File: src/rtl/i2s_pkg.sv
// rtl/i2s_pkg.sv - shared types and constants for the I2S receiver
package i2s_pkg;

    typedef enum logic [1:0] {
        ST_SYNC  = 2'd0,
        ST_LEFT  = 2'd1,
        ST_RIGHT = 2'd2
    } i2s_state_t;

    localparam int DATA_W_DEFAULT = 24;

    // bit_cnt must hold DATA_W itself so it can saturate there
    function automatic int cnt_width(input int data_w);
        return $clog2(data_w + 1);
    endfunction

endpackage

File: src/rtl/i2s_sync_edge.sv
// rtl/i2s_sync_edge.sv - synchronizer chain with rising-edge pulse output
module i2s_sync_edge #(
    parameter int STAGES = 2
) (
    input  logic clk_in,
    input  logic reset,
    input  logic d,
    output logic rise
);

    logic [STAGES-1:0] chain;
    logic              q_prev;

    always_ff @(posedge clk_in or posedge reset) begin
        if (reset) begin
            chain  <= '0;
            q_prev <= 1'b0;
        end else begin
            chain  <= {chain[STAGES-2:0], d};
            q_prev <= chain[STAGES-1];
        end
    end

    assign rise = chain[STAGES-1] & ~q_prev;

endmodule

File: src/rtl/i2s_receiver.sv
// rtl/i2s_receiver.sv - I2S serial receiver delivering left/right frames
module i2s_receiver
    import i2s_pkg::*;
#(
    parameter int DATA_W      = DATA_W_DEFAULT,
    parameter int SYNC_STAGES = 2
) (
    input  logic              clk_in,
    input  logic              reset,
    input  logic              bclk,
    input  logic              lrclk,
    input  logic              sdin,
    output logic [DATA_W-1:0] left_data,
    output logic [DATA_W-1:0] right_data,
    output logic              frame_valid,
    input  logic              frame_ready,
    output logic              overrun,
    input  logic              overrun_clr
);

    localparam int               CNT_W   = cnt_width(DATA_W);
    localparam logic [CNT_W-1:0] CNT_MAX = CNT_W'(DATA_W);

    logic [1:0]             rst_pipe;
    logic                   rst_sync;
    logic [SYNC_STAGES-1:0] lr_chain;
    logic [SYNC_STAGES-1:0] sd_chain;
    logic                   lr_s;
    logic                   sd_s;
    logic                   bclk_rise;
    logic                   lr_prev;
    logic                   lr_edge;
    i2s_state_t             state;
    i2s_state_t             state_next;
    logic                   fin_left;
    logic                   fin_right;
    logic                   shift_en;
    logic [CNT_W-1:0]       bit_cnt;
    logic [DATA_W-1:0]      chan_sr;
    logic [DATA_W-1:0]      ch_next;
    logic [DATA_W-1:0]      left_hold;
    logic                   left_ok;
    logic                   frame_done;

    // Asserts immediately, releases two clk_in edges after reset drops
    always_ff @(posedge clk_in or posedge reset) begin
        if (reset) begin
            rst_pipe <= 2'b11;
        end else begin
            rst_pipe <= {rst_pipe[0], 1'b0};
        end
    end
    assign rst_sync = rst_pipe[1];

    i2s_sync_edge #(.STAGES(SYNC_STAGES)) u_bclk_sync (
        .clk_in (clk_in),
        .reset  (rst_sync),
        .d      (bclk),
        .rise   (bclk_rise)
    );

    always_ff @(posedge clk_in or posedge rst_sync) begin
        if (rst_sync) begin
            lr_chain <= '0;
            sd_chain <= '0;
        end else begin
            lr_chain <= {lr_chain[SYNC_STAGES-2:0], lrclk};
            sd_chain <= {sd_chain[SYNC_STAGES-2:0], sdin};
        end
    end
    assign lr_s = lr_chain[SYNC_STAGES-1];
    assign sd_s = sd_chain[SYNC_STAGES-1];

    assign lr_edge = bclk_rise & (lr_s ^ lr_prev);

    always_ff @(posedge clk_in or posedge rst_sync) begin
        if (rst_sync) begin
            state <= ST_SYNC;
        end else begin
            state <= state_next;
        end
    end

    always_comb begin
        state_next = state;
        if (lr_edge) begin
            state_next = lr_s ? ST_RIGHT : ST_LEFT;
        end
    end

    always_comb begin
        fin_left  = lr_edge && (state == ST_LEFT);
        fin_right = lr_edge && (state == ST_RIGHT);
        shift_en  = bclk_rise && !lr_edge && (state != ST_SYNC);
    end

    // Current channel with this rise's bit placed in its MSB-first slot
    always_comb begin
        ch_next = chan_sr;
        for (int i = 0; i < DATA_W; i++) begin
            if ((bit_cnt < CNT_MAX) && (i == DATA_W - 1 - int'(bit_cnt))) begin
                ch_next[i] = sd_s;
            end
        end
    end

    always_ff @(posedge clk_in or posedge rst_sync) begin
        if (rst_sync) begin
            lr_prev   <= 1'b0;
            bit_cnt   <= '0;
            chan_sr   <= '0;
            left_hold <= '0;
            left_ok   <= 1'b0;
        end else begin
            if (bclk_rise) begin
                lr_prev <= lr_s;
            end
            if (lr_edge) begin
                bit_cnt <= '0;
                chan_sr <= '0;
            end else if (shift_en && (bit_cnt < CNT_MAX)) begin
                chan_sr <= ch_next;
                bit_cnt <= bit_cnt + CNT_W'(1);
            end
            if (fin_left) begin
                left_hold <= ch_next;
                left_ok   <= 1'b1;
            end else if (fin_right) begin
                left_ok   <= 1'b0;
            end
        end
    end

    assign frame_done = fin_right & left_ok;

    // Held frame is only replaced when empty or being transferred this cycle
    always_ff @(posedge clk_in or posedge rst_sync) begin
        if (rst_sync) begin
            left_data   <= '0;
            right_data  <= '0;
            frame_valid <= 1'b0;
            overrun     <= 1'b0;
        end else begin
            if (frame_done && (!frame_valid || frame_ready)) begin
                left_data   <= left_hold;
                right_data  <= ch_next;
                frame_valid <= 1'b1;
            end else if (frame_valid && frame_ready) begin
                frame_valid <= 1'b0;
            end
            if (frame_done && frame_valid && !frame_ready) begin
                overrun <= 1'b1;
            end else if (overrun_clr) begin
                overrun <= 1'b0;
            end
        end
    end

endmodule

File: config.mk
export PLATFORM = sky130hd
export DESIGN_NAME = i2s_receiver
export DESIGN_NICKNAME = d
export VERILOG_FILES = /design/src/rtl/i2s_pkg.sv /design/src/rtl/i2s_sync_edge.sv /design/src/rtl/i2s_receiver.sv
export SDC_FILE = /design/constraint.sdc
export NUM_CORES = 1
export LEC_CHECK = 0
export ABC_CLOCK_PERIOD_IN_PS = 6130
export CAP_MARGIN = 20
export CORE_MARGIN = 1
export CORE_UTILIZATION = 33
export CTS_BUF_LIST = sky130_fd_sc_hd__clkbuf_4 sky130_fd_sc_hd__clkbuf_8
export DETAILED_ROUTE_END_ITERATION = 16
export GPL_TIMING_DRIVEN = 0
export PLACE_DENSITY = 0.51
export REMOVE_ABC_BUFFERS = 1
export SYNTH_ARGS = -nofsm -noshare
export SYNTH_HDL_FRONTEND = slang
export SYNTH_SLANG_ARGS = --single-unit
File: constraint.sdc
create_clock -name clk_in -period 6.13 [get_ports clk_in]
set_clock_uncertainty 0.05 [all_clocks]
set_input_delay 0.9195 -clock clk_in [delete_from_list [all_inputs] [get_ports clk_in]]
set_output_delay 0.9195 -clock clk_in [all_outputs]
set_load 0.03 [all_outputs]
* Word-level counts from Yosys, hierarchy flattened
Cells that the tools add are included.
** Storage, ports and cells
- Word-level logic and storage cells :: 126
- Input bits :: 7
- Register bits after elaboration :: 116
- Output and inout bits :: 50
** Cells by class
- Reduce and logical (&&, ||, !) cells :: 43
- Bitwise operators :: 5
- Eq/ne operators :: 25
- Add/subtract/negate cells :: 2
- $lt $le $gt $ge :: 1
- Muxes and demuxes :: 35
** Operators by type and width (number)
- $eq 5x6->1 const A :: 8
- $eq 6x6->1 const A :: 8
- $mux 24 :: 2
- $logic_and 1x1->1 :: 33
- $logic_not 32->1 :: 1
- $mux 1 :: 30
- $eq 4x6->1 const A :: 4
- $eq 3x6->1 const A :: 2
- $mux 5 :: 2
- $reduce_bool 2->1 :: 5
- $eq 2x6->1 const A :: 1
- $sub 5x5->6 const A :: 1
- $add 5x1->5 const B :: 1
- $lt 5x5->1 const B :: 1
- $and 1x1->1 :: 3
- $logic_not 1->1 :: 3
- $eq 2x1->1 const B :: 1
- $eq 2x2->1 const B :: 1
- $mux 2 :: 1
- $logic_or 1x1->1 :: 1
- $not 1->1 :: 1
- $xor 1x1->1 :: 1

* Longest topological paths before layout
Gate-level depths: netlist of run 1.
- Depth in word-level cells :: 9
- Gate-level depth with buffers :: 7
- Depth with buffers taken out :: 6

* Modules after synthesis
Synthesis of run 1 repeated with hierarchy kept, for this count alone.
** Second synthesis, totals
- Cells, all modules :: 390
- Area total of the unflattened synthesis :: 5123.7 um^2
** By module, submodules not included
- i2s_receiver :: area an instance 5031.1 um^2, sequential area each 2830.2 um^2, times used 1, cells an instance 385
- i2s_sync_edge :: area an instance 92.6 um^2, sequential area each 75.1 um^2, times used 1, cells an instance 5

* Worst setup path before layout of run 1
Ideal clock, no wire load.
- Path kind :: flip-flop to flip-flop
- From :: register bit_cnt[3]
- To :: register left_hold[0]
- Required time :: 5.945 ns
- Slack :: 4.175 ns
- Arrival time :: 1.771 ns
- Library setup time :: 0.135 ns
- Stages on the path, launching flop included :: 8
- Cell sequence :: dfrtp_1 clkbuf_1 inv_1 ha_1 nand3b_1 nor3_1 mux2i_1 o21ai_0
** Between the ends
- Longest elaborated chain between the ends :: 4
- Elaborated cells between the ends (all ways) :: 5
- Classes of those cells :: add/sub (1); order compare (1); mux (1); reduce/logical (2)
** Ends and longest elaborated chain
- from (decl) :: line i2s_receiver.sv:38 : logic [CNT_W-1:0] bit_cnt;
- from (signal assigned) :: line i2s_receiver.sv:123 : bit_cnt <= bit_cnt + CNT_W'(1);
- $sub 5x5->6 :: line i2s_receiver.sv:101 : if ((bit_cnt < CNT_MAX) && (i == DATA_W - 1 - int'(bit_cnt))) begin
- $logic_not 32->1 :: line i2s_receiver.sv:101
- $logic_and 1x1->1 * :: line i2s_receiver.sv:101
- $mux 1 * :: line i2s_receiver.sv:101
- to (signal assigned) :: line i2s_receiver.sv:126 : left_hold <= ch_next;
- to (decl) :: line i2s_receiver.sv:41 : logic [DATA_W-1:0] left_hold;
Every way passes the cells marked *; elsewhere a longest branch is shown, timed or not.
A chain may end at the register's enable or synchronous reset.

* Final worst setup path of run 1
- From :: input frame_ready
- To :: register left_data[3]
** Between the ends
- Longest elaborated chain between the ends :: 2
** Ends and longest elaborated chain
- from (decl) :: line i2s_receiver.sv:16 : input logic frame_ready,
- $logic_or 1x1->1 :: line i2s_receiver.sv:144 : if (frame_done && (!frame_valid || frame_ready)) begin
- $logic_and 1x1->1 :: line i2s_receiver.sv:144
- to (signal assigned) :: line i2s_receiver.sv:145 : left_data <= left_hold;
- to (decl) :: line i2s_receiver.sv:13 : output logic [DATA_W-1:0] left_data,
Every way passes these cells.

==> run metrics, run 1 <==
I/O pin cnt 57; DP Worst Slack 3.089 ns; vias in the first global route 3278; Post-synth ARST share 1.000; post-route setup slack 3.553 ns; Slew @ Worst Pin 0.9152 ns; Worst Setup Start Kind primary input; final period utilization 0.4204; # fillers 1388; vias post-DR 3166; GR Util met3 0.04338; minimum clock period 2.577 ns; share of cells above drive strength 1 0.1478; Initial Util 0.3394; NetSw 487.1 uW; Mapped Cells 417; P_int 1.334 mW; first-pass iteration count of the detailed router 4; worst vdd ir 0.1034 mV; Final nets 489; RePlAce Congestion 0.6848; M1 GR Usage 0.1882; cell family with most CP delay buffers and inverters; Rows 44; met2 Use GR 0.2002; WP data arrival 2.84 ns; crit path capture left_data[3]; Syn. warnings 0; CTS resizes 0; Placed Cells 639; Core Area 14530 um^2; worst-path fanout max 38; Critical Path Start frame_ready; cells along the critical path clkdlybuf4s50_1, nand2b_1, nand4_4, buf_12, mux2_4; CP Class in -> reg; Max Cap Viol 0; Netlist cell types 43; Die Wd 124.3 um; final instance area 6126 um^2; Worst R2R Setup Slack 3.76 ns; Critical Path Slowest Stage Cell nand4_4; H-tree levels 4; power density cells 297.2 nW/um^2; Root Buffer clkbuf_8; Pleak 2.805 nW; Seq pwr share 0.469; worst skew pair latency 0.43 ns; top_reg_cell synth dfrtp_1; number of flops mapped to enable cells by yosys 0; top post-synthesis cells by area dfrtp_1 (58%), mux2_4 (6.7%), o21ai_0 (5.2%); initial drt markers 123; outcome finished clean; utilization after layout 0.4215; fin cells 671; Die ar. 15440 um^2; Crit. path cell count 5; GRT Residual Overflow 0; Post-Syn Area per Cell 11.83 um^2; largest net degree at the start of global routing 60; Die Span Y 124.3 um; Yosys reg bits 116; DR vias/cell 4.718; Worst Hold Slack 0.2585 ns; max incr delay on CP 0.52 ns; RSZ-0062 raised after global routing no; Reg clk slew, reported paths 0.06 ns; Slew headroom 0.3898; Final Hold Vio Count 0; gr usage total 0.1392; DP HPWL 6244 um; Switching Share 0.2675; Worst Hold Class reg -> async; Hold-fix buffers, CTS 0; Reg2Reg Depth 4; synthesized cell area 4933 um^2; sequential share of the synthesized area 0.5889; final setup violation count 0; cell taking the most area after synthesis dfrtp_1; most used routing layer met2; Reg-to-Reg Start u_bclk_sync.chain[1]; initial antenna violation count 0; setup TNS 0 ns; CP required 6.39 ns; total power 1.821 mW; first-pass GRT wire length 16790 um; drt wl/cell 14.31 um; area delta synth->final 24.17%; WP buf/inv 2; clk buf depth 2; Ant. Diodes 0; dpl cell area 5693 um^2; logic gate share of total power 0.126; CTS tree done; Fmax 388.0 MHz; Final Max Tran Viols 0; worst reg2reg endpoint left_data[3]; share of the synthesized area in the top cell type 0.5782; CTS Buf Count 17; CTS sink cnt 116; DRC violations left 0; Clk pwr share 0.405; Routed WL 9600 um; Post-CTS Setup Inserts 0; Port Buffers 56; post-route ant nets 0; crit path capture type flip-flop
cell usage after synthesis, types with 2 or more instances:
cell       instances
mux2_4            22
and3_1             9
mux2_2             2
nand2b_1           4
o21ai_0           51
nand2_1           65
a211o_1            8
dfstp_2            2
inv_1              7
mux2i_1           25
nor4_1             2
nand3b_1           4
clkbuf_1          11
ha_1               7
nor2_1            26
nand3_1            2
nor3_1             5
a21oi_1            2
o2bb2ai_1         16
xnor2_1            4
dfrtp_1          114
buf_2              6
buf_6              3
power groups by stage:
stage / Clock [mW] / Sequential, mW / Combinational, mW
floorplan: 0 / 0.869 / 0.150
global placement: 0 / 0.865 / 0.225
detailed placement: 0 / 0.867 / 0.232
CTS: 0.762 / 0.853 / 0.233
global route: 0.803 / 0.861 / 0.263
finish: 0.737 / 0.854 / 0.230
cell type report:
| type | instances | area (um^2) | share of cell area |
|---|---|---|---|
| Clock buffer | 22 | 290.3 | 0.04739 |
| Tap cell | 184 | 230.2 | 0.03758 |
| Sequential cell | 116 | 2905 | 0.4743 |
| Inverter | 7 | 31.28 | 0.005106 |
| Clock inverter | 9 | 127.6 | 0.02083 |
| Multi-Input combinational cell | 272 | 1888 | 0.3082 |
| Timing Repair Buffer | 61 | 653.1 | 0.1066 |
state kept, by name (all words and copies together), names as in the netlist, 5 cells and up:
signal      cells
bit_cnt         5
left_hold      24
right_data     24
left_data      24
chan_sr        24
placed cells by master (no fill, tap or decap), drive strengths merged, types with 2 or more instances in the layout:
cell type | netlist | routed
a211o | 8 | 8
a21oi | 2 | 2
and3 | 9 | 9
buf | 10 | 5
bufinv | 0 | 3
clkbuf | 12 | 22
clkdlybuf4s50 | 0 | 56
clkinv | 0 | 3
clkinvlp | 0 | 3
dfrtp | 114 | 114
dfstp | 2 | 2
ha | 7 | 7
inv | 7 | 7
mux2 | 24 | 24
mux2i | 25 | 25
nand2 | 65 | 65
nand2b | 4 | 4
nand3 | 2 | 2
nand3b | 4 | 4
nand4 | 2 | 2
nor2 | 28 | 28
nor3 | 6 | 6
nor4 | 2 | 2
nor4b | 2 | 2
o21ai | 52 | 52
o2bb2ai | 16 | 16
xnor2 | 5 | 5
routing by layer:
| metal | up-vias | wire (um) |
|---|---|---|
| met1 | 1536 | 4818 |
| met2 | 56 | 4221 |
| li1 | 1558 | - |
| met4 | 0 | 214 |
| met5 | - | 0 |
| met3 | 16 | 347 |
worst min path at each step:
stage | from | endpoint | slack (ns) | cells past startpoint
2_1_floorplan | lr_chain[0] | lr_chain[1] | 0.28 | 0
3_3_place_gp | u_bclk_sync.chain[0] | u_bclk_sync.chain[1] | 0.28 | 0
3_5_place_dp | rst_pipe[1] | left_hold[10] | 0.29 | 1
4_1_cts | rst_pipe[1] | lr_chain[1] | 0.30 | 1
5_1_grt | u_bclk_sync.chain[0] | u_bclk_sync.chain[1] | 0.31 | 0
6_report | rst_pipe[1] | left_hold[10] | 0.26 | 1
cells by family after synthesis:
family	share of synthesized area
mux	0.1222
buf+inv	0.02840
compound gates	0.1022
other cells	0.0007601
fa+ha+maj	0.01775
simple gates	0.1260
flops	0.5889
xor+xnor	0.01370
Note: power is estimated with default switching activity, not from simulation.
==> inputs of run 2 (changes only) <==
--- a/config.mk
+++ b/config.mk
@@ -5,7 +5,7 @@
 export SDC_FILE = /design/constraint.sdc
 export NUM_CORES = 1
 export LEC_CHECK = 0
-export ABC_CLOCK_PERIOD_IN_PS = 6130
+export ABC_CLOCK_PERIOD_IN_PS = 2500
 export CAP_MARGIN = 20
 export CORE_MARGIN = 1
 export CORE_UTILIZATION = 33
==> constraint.sdc (replaced) <==
create_clock -name clk_in -period 2.5 [get_ports clk_in]
set_clock_uncertainty 0.05 [all_clocks]
set_input_delay 0.375 -clock clk_in [delete_from_list [all_inputs] [get_ports clk_in]]
set_output_delay 0.375 -clock clk_in [all_outputs]
set_load 0.03 [all_outputs]
==> run 2 against run 1 <==
Compared with the run above: non-clock buffer count unchanged; largest cell class unchanged; die area is the same; clock-buffer cell count is the same; largest power group unchanged; via count grew 0.85%; cell area grew 0.25%; global-route usage is the same; first-iteration DRC count is 16% higher; core utilization rose by 0.10 points; critical path depth unchanged; flip-flop and latch count is the same; combinational power is 150% higher.
==> run metrics, run 2 (synthesis gave the netlist of run 1 again) <==
Routed WL 10010 um (was 9600 um); clk buf depth 2 (unchanged); DR vias/cell 4.751 (was 4.718); CTS resizes 0 (unchanged); WP data arrival 2.50 ns (was 2.84 ns); final instance area 6141 um^2 (was 6126 um^2); area delta synth->final 24.47% (was 24.17%); Initial Util 0.3394 (unchanged); gr usage total 0.1392 (unchanged); Post-CTS Setup Inserts 0 (unchanged); WP buf/inv 0 (was 2); Critical Path Slowest Stage Cell dfrtp_1 (was nand4_4); drt wl/cell 14.89 um (was 14.31 um); most frequent cells in the layout dfrtp_1 (114), nand2_1 (65), clkdlybuf4s50_1 (56) (unchanged); fin cells 672 (was 671); final period utilization 0.8909; Final nets 490 (was 489); Core Area 14530 um^2 (unchanged); outcome finished clean (unchanged); CTS sink cnt 116 (unchanged); most common cell after layout, fill and taps aside dfrtp_1 (unchanged); max incr delay on CP 0.55 ns (was 0.52 ns); minimum clock period 2.227 ns; Hold-fix buffers, CTS 0 (unchanged); # fillers 1387 (was 1388); Final Hold Vio Count 0 (unchanged); Root Buffer clkbuf_8 (unchanged); crit path capture type flip-flop (unchanged); Rows 44 (unchanged); power density cells 729.3 nW/um^2 (was 297.2 nW/um^2); DRC violations left 0 (unchanged); Reg clk slew, reported paths 0.07 ns (was 0.06 ns); M1 GR Usage 0.1882 (unchanged); CTS Buf Count 17 (unchanged); Die Span Y 124.3 um (unchanged); Die ar. 15440 um^2 (unchanged); Slew headroom 0.3948 (was 0.3898); Ant. Diodes 0 (unchanged); Slew @ Worst Pin 0.9078 ns (was 0.9152 ns); Max Cap Viol 0 (unchanged); DP HPWL 6244 um (unchanged); Pleak 2.807 nW (was 2.805 nW); dpl cell area 5693 um^2 (unchanged); GR Util met3 0.04338 (unchanged); largest net degree at the start of global routing 60 (unchanged); CTS tree done (unchanged); Worst Hold Class in -> async (was reg -> async); H-tree levels 4 (unchanged); vias post-DR 3193 (was 3166); Worst R2R Setup Slack 0.27 ns (was 3.76 ns); RSZ-0062 raised after global routing no (unchanged); first-pass GRT wire length 16790 um (unchanged); final setup violation count 0 (unchanged); worst-path fanout max 14 (was 38); I/O pin cnt 57 (unchanged); first-pass iteration count of the detailed router 4 (unchanged); vias in the first global route 3278 (unchanged); total power 4.478 mW (was 1.821 mW); worst skew pair latency 0.44 ns (was 0.43 ns); most used routing layer met2 (unchanged); CP Class reg -> reg (was in -> reg); cell family with most CP delay simple AND/OR/NAND/NOR gates (was buffers and inverters); worst vdd ir 0.2539 mV (was 0.1034 mV); Port Buffers 56 (unchanged); GRT Residual Overflow 0 (unchanged); Placed Cells 639 (unchanged); Die Wd 124.3 um (unchanged); initial antenna violation count 0 (unchanged); CP required 2.77 ns (was 6.39 ns); initial drt markers 143 (was 123); RePlAce Congestion 0.6848 (unchanged); Final Max Tran Viols 0 (unchanged); cells along the critical path ha_1, nor4b_2, nand2_1, and3_1, a211o_1 (was clkdlybuf4s50_1, nand2b_1, nand4_4, buf_12, mux2_4); Worst Setup Start Kind flip-flop (was primary input); met2 Use GR 0.2002 (unchanged); Fmax 449.0 MHz; share of cells above drive strength 1 0.1516 (was 0.1478); post-route ant nets 0 (unchanged)
-- run 2: cell count changes in the layout (fill, tap and decap cells not counted), sizes merged --
cell   previous run  this run
nand4             2         3
-- run 2: area by class of cell --
type | instances | area, um^2 | share of cell area
Tap cell | 184 | 230.2 | 0.03749
Clock buffer | 22 | 290.3 | 0.04727
Inverter | 7 | 31.28 | 0.005094
Timing Repair Buffer | 61 | 653.1 | 0.1064
Clock inverter | 9 | 127.6 | 0.02078
Multi-Input combinational cell | 273 | 1903 | 0.3099
Sequential cell | 116 | 2905 | 0.4731
-- run 2: power breakdown --
part	leakage, nW	switching [mW]	internal (mW)	total (mW)
Sequential	1.58	0.121	1.97	2.09
Combinational	1.02	0.351	0.223	0.574
Clock	0.208	0.736	1.08	1.81
-- run 2: metrics by stage --
step | TNS (ns) | worst slack [ns] | utilization | hold slack [ns]
floorplan | -102.66 | -0.9006 | - | 0.2365
global placement | -276.88 | -2.203 | 0.3860 | 0.2825
detailed placement | 0 | 0.003358 | 0.3917 | 0.2856
CTS | 0 | 0.003147 | 0.4205 | 0.1823
global route | 0 | 0.001958 | 0.4225 | 0.1979
finish | 0 | 0.2726 | 0.4225 | 0.2091
-- run 2: layer usage --
layer | vias up | share of wire
met3 | 18 | 0.038
met2 | 62 | 0.44
met5 | - | 0
met1 | 1549 | 0.50
met4 | 0 | 0.024
li1 | 1564 | -
-- run 2: final timing paths --
kind,start,endpoint,depth (start not counted)
setup / recovery,bit_cnt[3],chan_sr[23],5
hold / removal,reset,rst_pipe[0],2
setup reg to reg,bit_cnt[3],chan_sr[23],5
hold reg to reg,rst_pipe[1],left_data[11],1
max in group asynchronous,rst_pipe[1],right_data[18],2
min in group clk_in,lr_chain[0],lr_chain[1],0
